<file path="src/rtl/cdb_arbiter_pkg.sv">
// Shared defines for the CDB, reservation stations and ROB: tag/value widths
// and the grant encoding, plus the round-robin pick used by the CDB arbiter.
`ifndef ID_WIDTH
`define ID_WIDTH 5
`endif
`ifndef VAL_WIDTH
`define VAL_WIDTH 32
`endif

package cdb_arbiter_pkg;

    localparam int ID_WIDTH  = `ID_WIDTH;
    localparam int VAL_WIDTH = `VAL_WIDTH;

    typedef enum logic {
        GRANT_ALU = 1'b0,
        GRANT_LSB = 1'b1
    } grant_e;

    // On a tie the source that did not win last time goes next.
    function automatic grant_e rr_pick(input logic alu_cand, input logic lsb_cand,
                                       input grant_e last_grant);
        if (alu_cand && lsb_cand)
            return (last_grant == GRANT_ALU) ? GRANT_LSB : GRANT_ALU;
        else if (alu_cand)
            return GRANT_ALU;
        else if (lsb_cand)
            return GRANT_LSB;
        else
            return last_grant;
    endfunction

endpackage

</file>
<file path="src/rtl/cdb_fifo.sv">
// Circular queue with head/tail pointers and occupancy count. Push while full
// and pop while empty are ignored; clear_i empties the queue in one edge.
module cdb_fifo #(
    parameter int DEPTH = 4,
    parameter int WIDTH = 8
) (
    input  logic                   clk,
    input  logic                   rst_n,
    input  logic                   clear_i,
    input  logic                   push_i,
    input  logic [WIDTH-1:0]       push_data_i,
    input  logic                   pop_i,
    output logic [WIDTH-1:0]       pop_data_o,
    output logic                   full_o,
    output logic                   empty_o,
    output logic [$clog2(DEPTH):0] count_o
);

    localparam int AW = $clog2(DEPTH);
    localparam int CW = AW + 1;

    logic [WIDTH-1:0] mem_q [DEPTH];
    logic [AW-1:0]    head_q;
    logic [AW-1:0]    tail_q;
    logic [CW-1:0]    count_q;
    logic             do_push;
    logic             do_pop;

    assign full_o     = (count_q == CW'(DEPTH));
    assign empty_o    = (count_q == '0);
    assign do_push    = push_i && !full_o && !clear_i;
    assign do_pop     = pop_i && !empty_o && !clear_i;
    assign pop_data_o = mem_q[head_q];
    assign count_o    = count_q;

    // NOTE: storage is not reset; count_q alone decides which entries are live.
    always_ff @(posedge clk) begin
        if (do_push)
            mem_q[tail_q] <= push_data_i;
    end

    // NOTE: sequential state uses non-blocking assignments so every register
    // samples the pre-edge values of its neighbours.
    always_ff @(posedge clk or negedge rst_n) begin
        if (!rst_n) begin
            head_q  <= '0;
            tail_q  <= '0;
            count_q <= '0;
        end else if (clear_i) begin
            head_q  <= '0;
            tail_q  <= '0;
            count_q <= '0;
        end else begin
            if (do_push)
                tail_q <= tail_q + AW'(1);
            if (do_pop)
                head_q <= head_q + AW'(1);
            count_q <= count_q + CW'(do_push) - CW'(do_pop);
        end
    end

endmodule

</file>
<file path="src/rtl/cdb_arbiter.sv">
// Common data bus arbiter: one queue per producer (ALU, LSB), round-robin pick,
// one registered broadcast per enabled edge. Define CDB_BYPASS_EN for 1-edge latency.
module cdb_arbiter #(
    parameter int FIFO_DEPTH = 4,
    parameter int ID_WIDTH   = `ID_WIDTH,
    parameter int VAL_WIDTH  = `VAL_WIDTH
) (
    input  logic                 clk,
    input  logic                 rst_in,
    input  logic                 rdy_in,
    input  logic                 flush,
    input  logic                 aluValid,
    input  logic [ID_WIDTH-1:0]  aluLab,
    input  logic [VAL_WIDTH-1:0] aluVal,
    input  logic                 lsbValid,
    input  logic [ID_WIDTH-1:0]  lsbLab,
    input  logic [VAL_WIDTH-1:0] lsbVal,
    output logic                 aluFull,
    output logic                 lsbFull,
    output logic                 cdbReady,
    output logic [ID_WIDTH-1:0]  cdb2lab,
    output logic [VAL_WIDTH-1:0] cdb2val
);

    import cdb_arbiter_pkg::grant_e;
    import cdb_arbiter_pkg::GRANT_ALU;
    import cdb_arbiter_pkg::GRANT_LSB;
    import cdb_arbiter_pkg::rr_pick;

    localparam int EW = ID_WIDTH + VAL_WIDTH;
    localparam int CW = $clog2(FIFO_DEPTH) + 1;
    localparam logic [CW-1:0] FULL_CNT = CW'(FIFO_DEPTH);

    logic [EW-1:0] alu_head, lsb_head, win_data;
    logic [CW-1:0] alu_count, lsb_count;
    logic          alu_full, lsb_full, alu_empty, lsb_empty;
    logic          alu_acc, lsb_acc, alu_cand, lsb_cand;
    logic          alu_byp, lsb_byp, alu_push, lsb_push, alu_pop, lsb_pop;
    logic          issue, clear;
    grant_e        grant, last_grant_q;

    logic                 ready_q;
    logic [ID_WIDTH-1:0]  lab_q;
    logic [VAL_WIDTH-1:0] val_q;

    // Label 0 means "no tag" to consumers, so it is never queued.
    assign clear   = rdy_in && flush;
    assign alu_acc = rdy_in && !flush && aluValid && (aluLab != '0) && !alu_full;
    assign lsb_acc = rdy_in && !flush && lsbValid && (lsbLab != '0) && !lsb_full;

`ifdef CDB_BYPASS_EN
    assign alu_cand = !alu_empty || alu_acc;
    assign lsb_cand = !lsb_empty || lsb_acc;
`else
    assign alu_cand = !alu_empty;
    assign lsb_cand = !lsb_empty;
`endif

    assign grant = rr_pick(alu_cand, lsb_cand, last_grant_q);
    assign issue = rdy_in && !flush && (alu_cand || lsb_cand);

`ifdef CDB_BYPASS_EN
    assign alu_byp = issue && (grant == GRANT_ALU) && alu_empty;
    assign lsb_byp = issue && (grant == GRANT_LSB) && lsb_empty;
`else
    assign alu_byp = 1'b0;
    assign lsb_byp = 1'b0;
`endif

    assign alu_push = alu_acc && !alu_byp;
    assign lsb_push = lsb_acc && !lsb_byp;
    assign alu_pop  = issue && (grant == GRANT_ALU) && !alu_byp;
    assign lsb_pop  = issue && (grant == GRANT_LSB) && !lsb_byp;

    // NOTE: default assignment first so no path through the block infers a latch.
    always_comb begin
        win_data = lsb_head;
        if (grant == GRANT_ALU)
            win_data = alu_byp ? {aluLab, aluVal} : alu_head;
        else if (lsb_byp)
            win_data = {lsbLab, lsbVal};
    end

    cdb_fifo #(.DEPTH(FIFO_DEPTH), .WIDTH(EW)) u_alu_fifo (
        .clk         (clk),
        .rst_n       (rst_in),
        .clear_i     (clear),
        .push_i      (alu_push),
        .push_data_i ({aluLab, aluVal}),
        .pop_i       (alu_pop),
        .pop_data_o  (alu_head),
        .full_o      (alu_full),
        .empty_o     (alu_empty),
        .count_o     (alu_count)
    );

    cdb_fifo #(.DEPTH(FIFO_DEPTH), .WIDTH(EW)) u_lsb_fifo (
        .clk         (clk),
        .rst_n       (rst_in),
        .clear_i     (clear),
        .push_i      (lsb_push),
        .push_data_i ({lsbLab, lsbVal}),
        .pop_i       (lsb_pop),
        .pop_data_o  (lsb_head),
        .full_o      (lsb_full),
        .empty_o     (lsb_empty),
        .count_o     (lsb_count)
    );

    always_ff @(posedge clk or negedge rst_in) begin
        if (!rst_in) begin
            ready_q      <= 1'b0;
            lab_q        <= '0;
            val_q        <= '0;
            last_grant_q <= GRANT_LSB;
        end else if (rdy_in) begin
            if (issue) begin
                ready_q        <= 1'b1;
                {lab_q, val_q} <= win_data;
                last_grant_q   <= grant;
            end else begin
                ready_q <= 1'b0;
            end
        end
    end

    assign aluFull  = (alu_count == FULL_CNT);
    assign lsbFull  = (lsb_count == FULL_CNT);
    assign cdbReady = ready_q;
    assign cdb2lab  = lab_q;
    assign cdb2val  = val_q;

endmodule

</file>
<file path="config.mk">
export PLATFORM = sky130hd
export DESIGN_NAME = cdb_arbiter
export DESIGN_NICKNAME = d
export VERILOG_FILES = /design/src/rtl/cdb_arbiter_pkg.sv /design/src/rtl/cdb_fifo.sv /design/src/rtl/cdb_arbiter.sv
export SDC_FILE = /design/constraint.sdc
export NUM_CORES = 1
export LEC_CHECK = 0
export BUFFER_PORTS_ARGS = -buffer_cell sky130_fd_sc_hd__buf_2
export CAP_MARGIN = 40
export CORE_MARGIN = 5
export CORE_UTILIZATION = 59
export DETAILED_ROUTE_END_ITERATION = 12
export PLACE_DENSITY = 0.82
export SLEW_MARGIN = 0
export SYNTH_ARGS = -nofsm -noshare
export SYNTH_HDL_FRONTEND = slang
export SYNTH_SLANG_ARGS = --single-unit
</file>
<file path="constraint.sdc">
create_clock -name clk -period 2.9 [get_ports clk]
set_input_delay 0.58 -clock clk [delete_from_list [all_inputs] [get_ports clk]]
set_output_delay 0.58 -clock clk [all_outputs]
set_load 0.05 [all_outputs]
</file>
==> metrics.txt <==
Leakage=5.49 nW; Overflow after GRT=0; largest net degree at the start of global routing=41; 1st-pass router iterations=5; clk sinks=~350; CTS max path bufs=3; Seq/Total Area, Yosys=between 70% and 80%; RSZ-0062 raised after global routing=no; P&R area growth vs syn=16.1%; effective utilization at floorplan=59.7%; Final Util=69.2%; die height=161 um; number of global-route vias before repair=7142; drt initial violations=622; PostCTS Resize Cnt=0; final setup vio count=0; EDFF count, synth=296; Avg Vias per Cell=6.29; Mapped Cells=626; Hold Vio Cnt, Final=0; Final Net Count=862; Critical Path Fanout Max=5; total power after layout=14.6 mW; Clock Latency Late Sink=0.50 ns; P_int=about 10 mW; Post-DRT Antenna Nets=0; Worst Clk Skew=0.00967 ns; H-tree levels=2; first-pass GRT wire length=about 42 mm; Tmin final=approximately 2.7 ns; initial antenna violation count=6; core area=0.0226 mm2; Mapped Area=0.0135 mm2; layout cells sized above 1=35.7%; pwr/cell area=933 mW/mm2; ys async rst share=15.2%; Crit Path Class=reg2reg; CP Launch Point=u_lsb_fifo.count_o[1]$_DFF_PN0_; GRT Util Overall=21.3%; final wirelength=27.2 mm; I/O pin count=120; Slew HR=41.9%; Cells after DPL=1016; CTS Buf Count=35; VDD IR max=roughly 0.00052 V; minimum hold slack=0.182 ns; status=finished clean; syn avg cell area=21.5 um2; CP required=3.29 ns; reg2reg end=u_alu_fifo.count_o[2]$_DFF_PN0_; clk root buf=clkbuf_16; syn nets=between 700 and 800; Netlist cell types=34; Die X=161 um; crit share post-route=91.7%; power share of the combinational group=27.4%; setup_tns=0 ns; FF-to-FF Start=u_lsb_fifo.count_o[1]$_DFF_PN0_; cell taking the most area after synthesis=edfxtp_1; area of the multi-input gates=0.00300 mm2; Fmax achieved=~380 MHz; FF/Latch Area=0.0102 mm2; setup slack, reg-to-reg=0.24 ns; type of element launching the critical path=flop; crit path capture type=flop; Slew @ Worst Pin=0.872 ns; CTS tree=yes; Net Sw Power=approximately 4.6 mW; Sequential Power Share=a little over two fifths; Vias=6809; reg2reg path depth=10; Residual DRC=0; fill count=around 1400; power share of the clock group=29.1%; row count=55; top-area cell type share of the netlist area=between 60% and 70%; Top FF cell, synth=edfxtp_1; clock slew at reported path FFs=0.06 ns; MaxCap Viol Count=0; Non-Filler Instances=1082; DP Wirelength=17.5 mm; die area=0.0259 mm2; CP endpoint=u_alu_fifo.count_o[2]$_DFF_PN0_; I/O Buffers=119; Sw Share=31.5%; Slew Limit Fails=0; top post-synthesis cells by area=edfxtp_1 66%, mux4_2 12%, dfrtp_1 9.7%; Post-CTS Setup Bufs=0; Critical Path AT=3.04 ns; hold buffer count at CTS=0; Avg WL per Cell=25.2 um; RD Place Congestion=approximately 0.84; Synth Warn #=0; worst hold path class=in2async; Yosys reg bits=349
## cells in the mapped netlist (2+ instances only)
| master | instances |
|---|---|
| inv_1 | 14 |
| nor2b_1 | 4 |
| o21ai_1 | 3 |
| nor2_1 | 2 |
| a221o_1 | 37 |
| nand2_1 | 9 |
| edfxtp_1 | 296 |
| fa_1 | 2 |
| buf_2 | 7 |
| and4_1 | 37 |
| o2111ai_1 | 3 |
| and2_1 | 12 |
| mux4_2 | 74 |
| mux2i_1 | 6 |
| buf_12 | 3 |
| nand3b_1 | 2 |
| ha_1 | 12 |
| clkbuf_1 | 22 |
| dfrtp_1 | 52 |
| buf_1 | 4 |
| a211oi_2 | 2 |
| xnor2_1 | 4 |
| nor3_1 | 3 |
| buf_6 | 3 |
| a21oi_1 | 3 |
| nor3b_1 | 2 |
## sequential cells by signal, indices dropped and copies added, names as in the netlist
name,flops
u_alu_fifo.mem_q,148
u_lsb_fifo.mem_q,148
cdb2val,32
cdb2lab,5
u_alu_fifo.count_o,3
u_lsb_fifo.count_o,3
u_alu_fifo.head_q,2
u_alu_fifo.tail_q,2
u_lsb_fifo.head_q,2
u_lsb_fifo.tail_q,2
cdbReady,1
last_grant_q,1
## power groups by stage
stage / sequential (mW) / combinational, mW / clock, mW
6_report: 6.34 / 4.00 / 4.24
5_1_grt: 6.39 / 4.24 / 4.56
4_1_cts: 6.34 / 4.01 / 4.30
3_5_place_dp: 6.44 / 3.96 / 0
3_3_place_gp: 6.40 / 3.84 / 0
2_1_floorplan: 7.12 / 2.17 / 0
## final cells by class
class	instances	area share [%]
antenna	4	0.0641
clock inverter	21	1.07
multi-input combinational	224	19.2
inverter	14	0.336
tap	285	2.28
clock buffer	41	5.94
sequential	349	65.4
timing repair buffer	144	5.73
## worst max-delay path, stage by stage, from the launching register on
cell and delay [ns]:
dfrtp_1 0.46, nor3_1 0.49, o211a_1 0.24, ha_1 0.23
inv_1 0.05, ha_1 0.12, inv_1 0.05, fa_1 0.42
xnor2_1 0.21, xnor2_1 0.09, and2_1 0.17
## through the flow
stage	setup WS, ns	area, um2
after floorplan	0.243	13500
after global placement	0.222	14500
after detailed placement	0.0952	14500
after CTS	0.250	15600
after global routing	0.135	15600
final	0.242	15600
## cell families (layout without fill, tap and decap cells)
logic type	after synthesis	after routing	synth area share, %
flops	349	349	75.9
mux	80	80	12.8
simple gates	75	75	4.02
buf+inv	53	220	2.07
compound gates	51	51	3.54
fa+ha+maj	14	14	1.41
xor+xnor	4	4	0.260
other cells	0	4	0
## cells in the final DEF, fill, tap and decap left out, types with 2 or more instances in the layout
cell / synthesis / final
nor3b_2: 0 / 2
buf_4: 0 / 16
buf_2: 7 / 119
o2111ai_1: 3 / 3
clkbuf_8: 0 / 3
a211oi_2: 2 / 2
fa_1: 2 / 2
a221o_1: 37 / 37
buf_12: 3 / 9
dfrtp_2: 0 / 2
edfxtp_1: 296 / 296
nor3_1: 3 / 3
a21oi_1: 3 / 3
xnor2_1: 4 / 4
o21ai_1: 3 / 2
mux4_2: 74 / 74
dfrtp_1: 52 / 50
clkinv_1: 0 / 4
and4_1: 37 / 37
nand3b_1: 2 / 2
inv_1: 14 / 14
nand2_1: 9 / 9
clkbuf_16: 0 / 35
bufinv_16: 0 / 2
mux2i_1: 6 / 6
diode_2: 0 / 4
and2_1: 12 / 12
nor2_1: 2 / 2
clkbuf_1: 22 / 3
nor2b_1: 4 / 4
ha_1: 12 / 12
clkinv_2: 0 / 12
## routing by layer
layer | GRT usage (%) | wire [um] | vias up
met4 | 6.86 | 840 | 4
li1 | - | - | 2925
met5 | 0 | 14 | -
met2 | 33.8 | 13500 | 330
met3 | 4.52 | 2100 | 63
met1 | 30.5 | 10800 | 3487
## worst min path at each step
| stage | startpoint | end | slack [ns] | cells past startpoint |
|---|---|---|---|---|
| floorplan | rst_in | cdb2lab[0]$_DFFE_PN0P_ | 0.28 | 0 |
| global placement | cdb2val[7]$_DFFE_PN0P_ | cdb2val[7]$_DFFE_PN0P_ | 0.49 | 1 |
| detailed placement | cdb2val[27]$_DFFE_PN0P_ | cdb2val[27]$_DFFE_PN0P_ | 0.49 | 1 |
| CTS | rst_in | cdb2val[9]$_DFFE_PN0P_ | 0.22 | 1 |
| global route | rst_in | cdb2val[7]$_DFFE_PN0P_ | 0.25 | 1 |
| finish | rst_in | cdb2val[9]$_DFFE_PN0P_ | 0.18 | 1 |
Note: power is estimated with default switching activity, not from simulation.
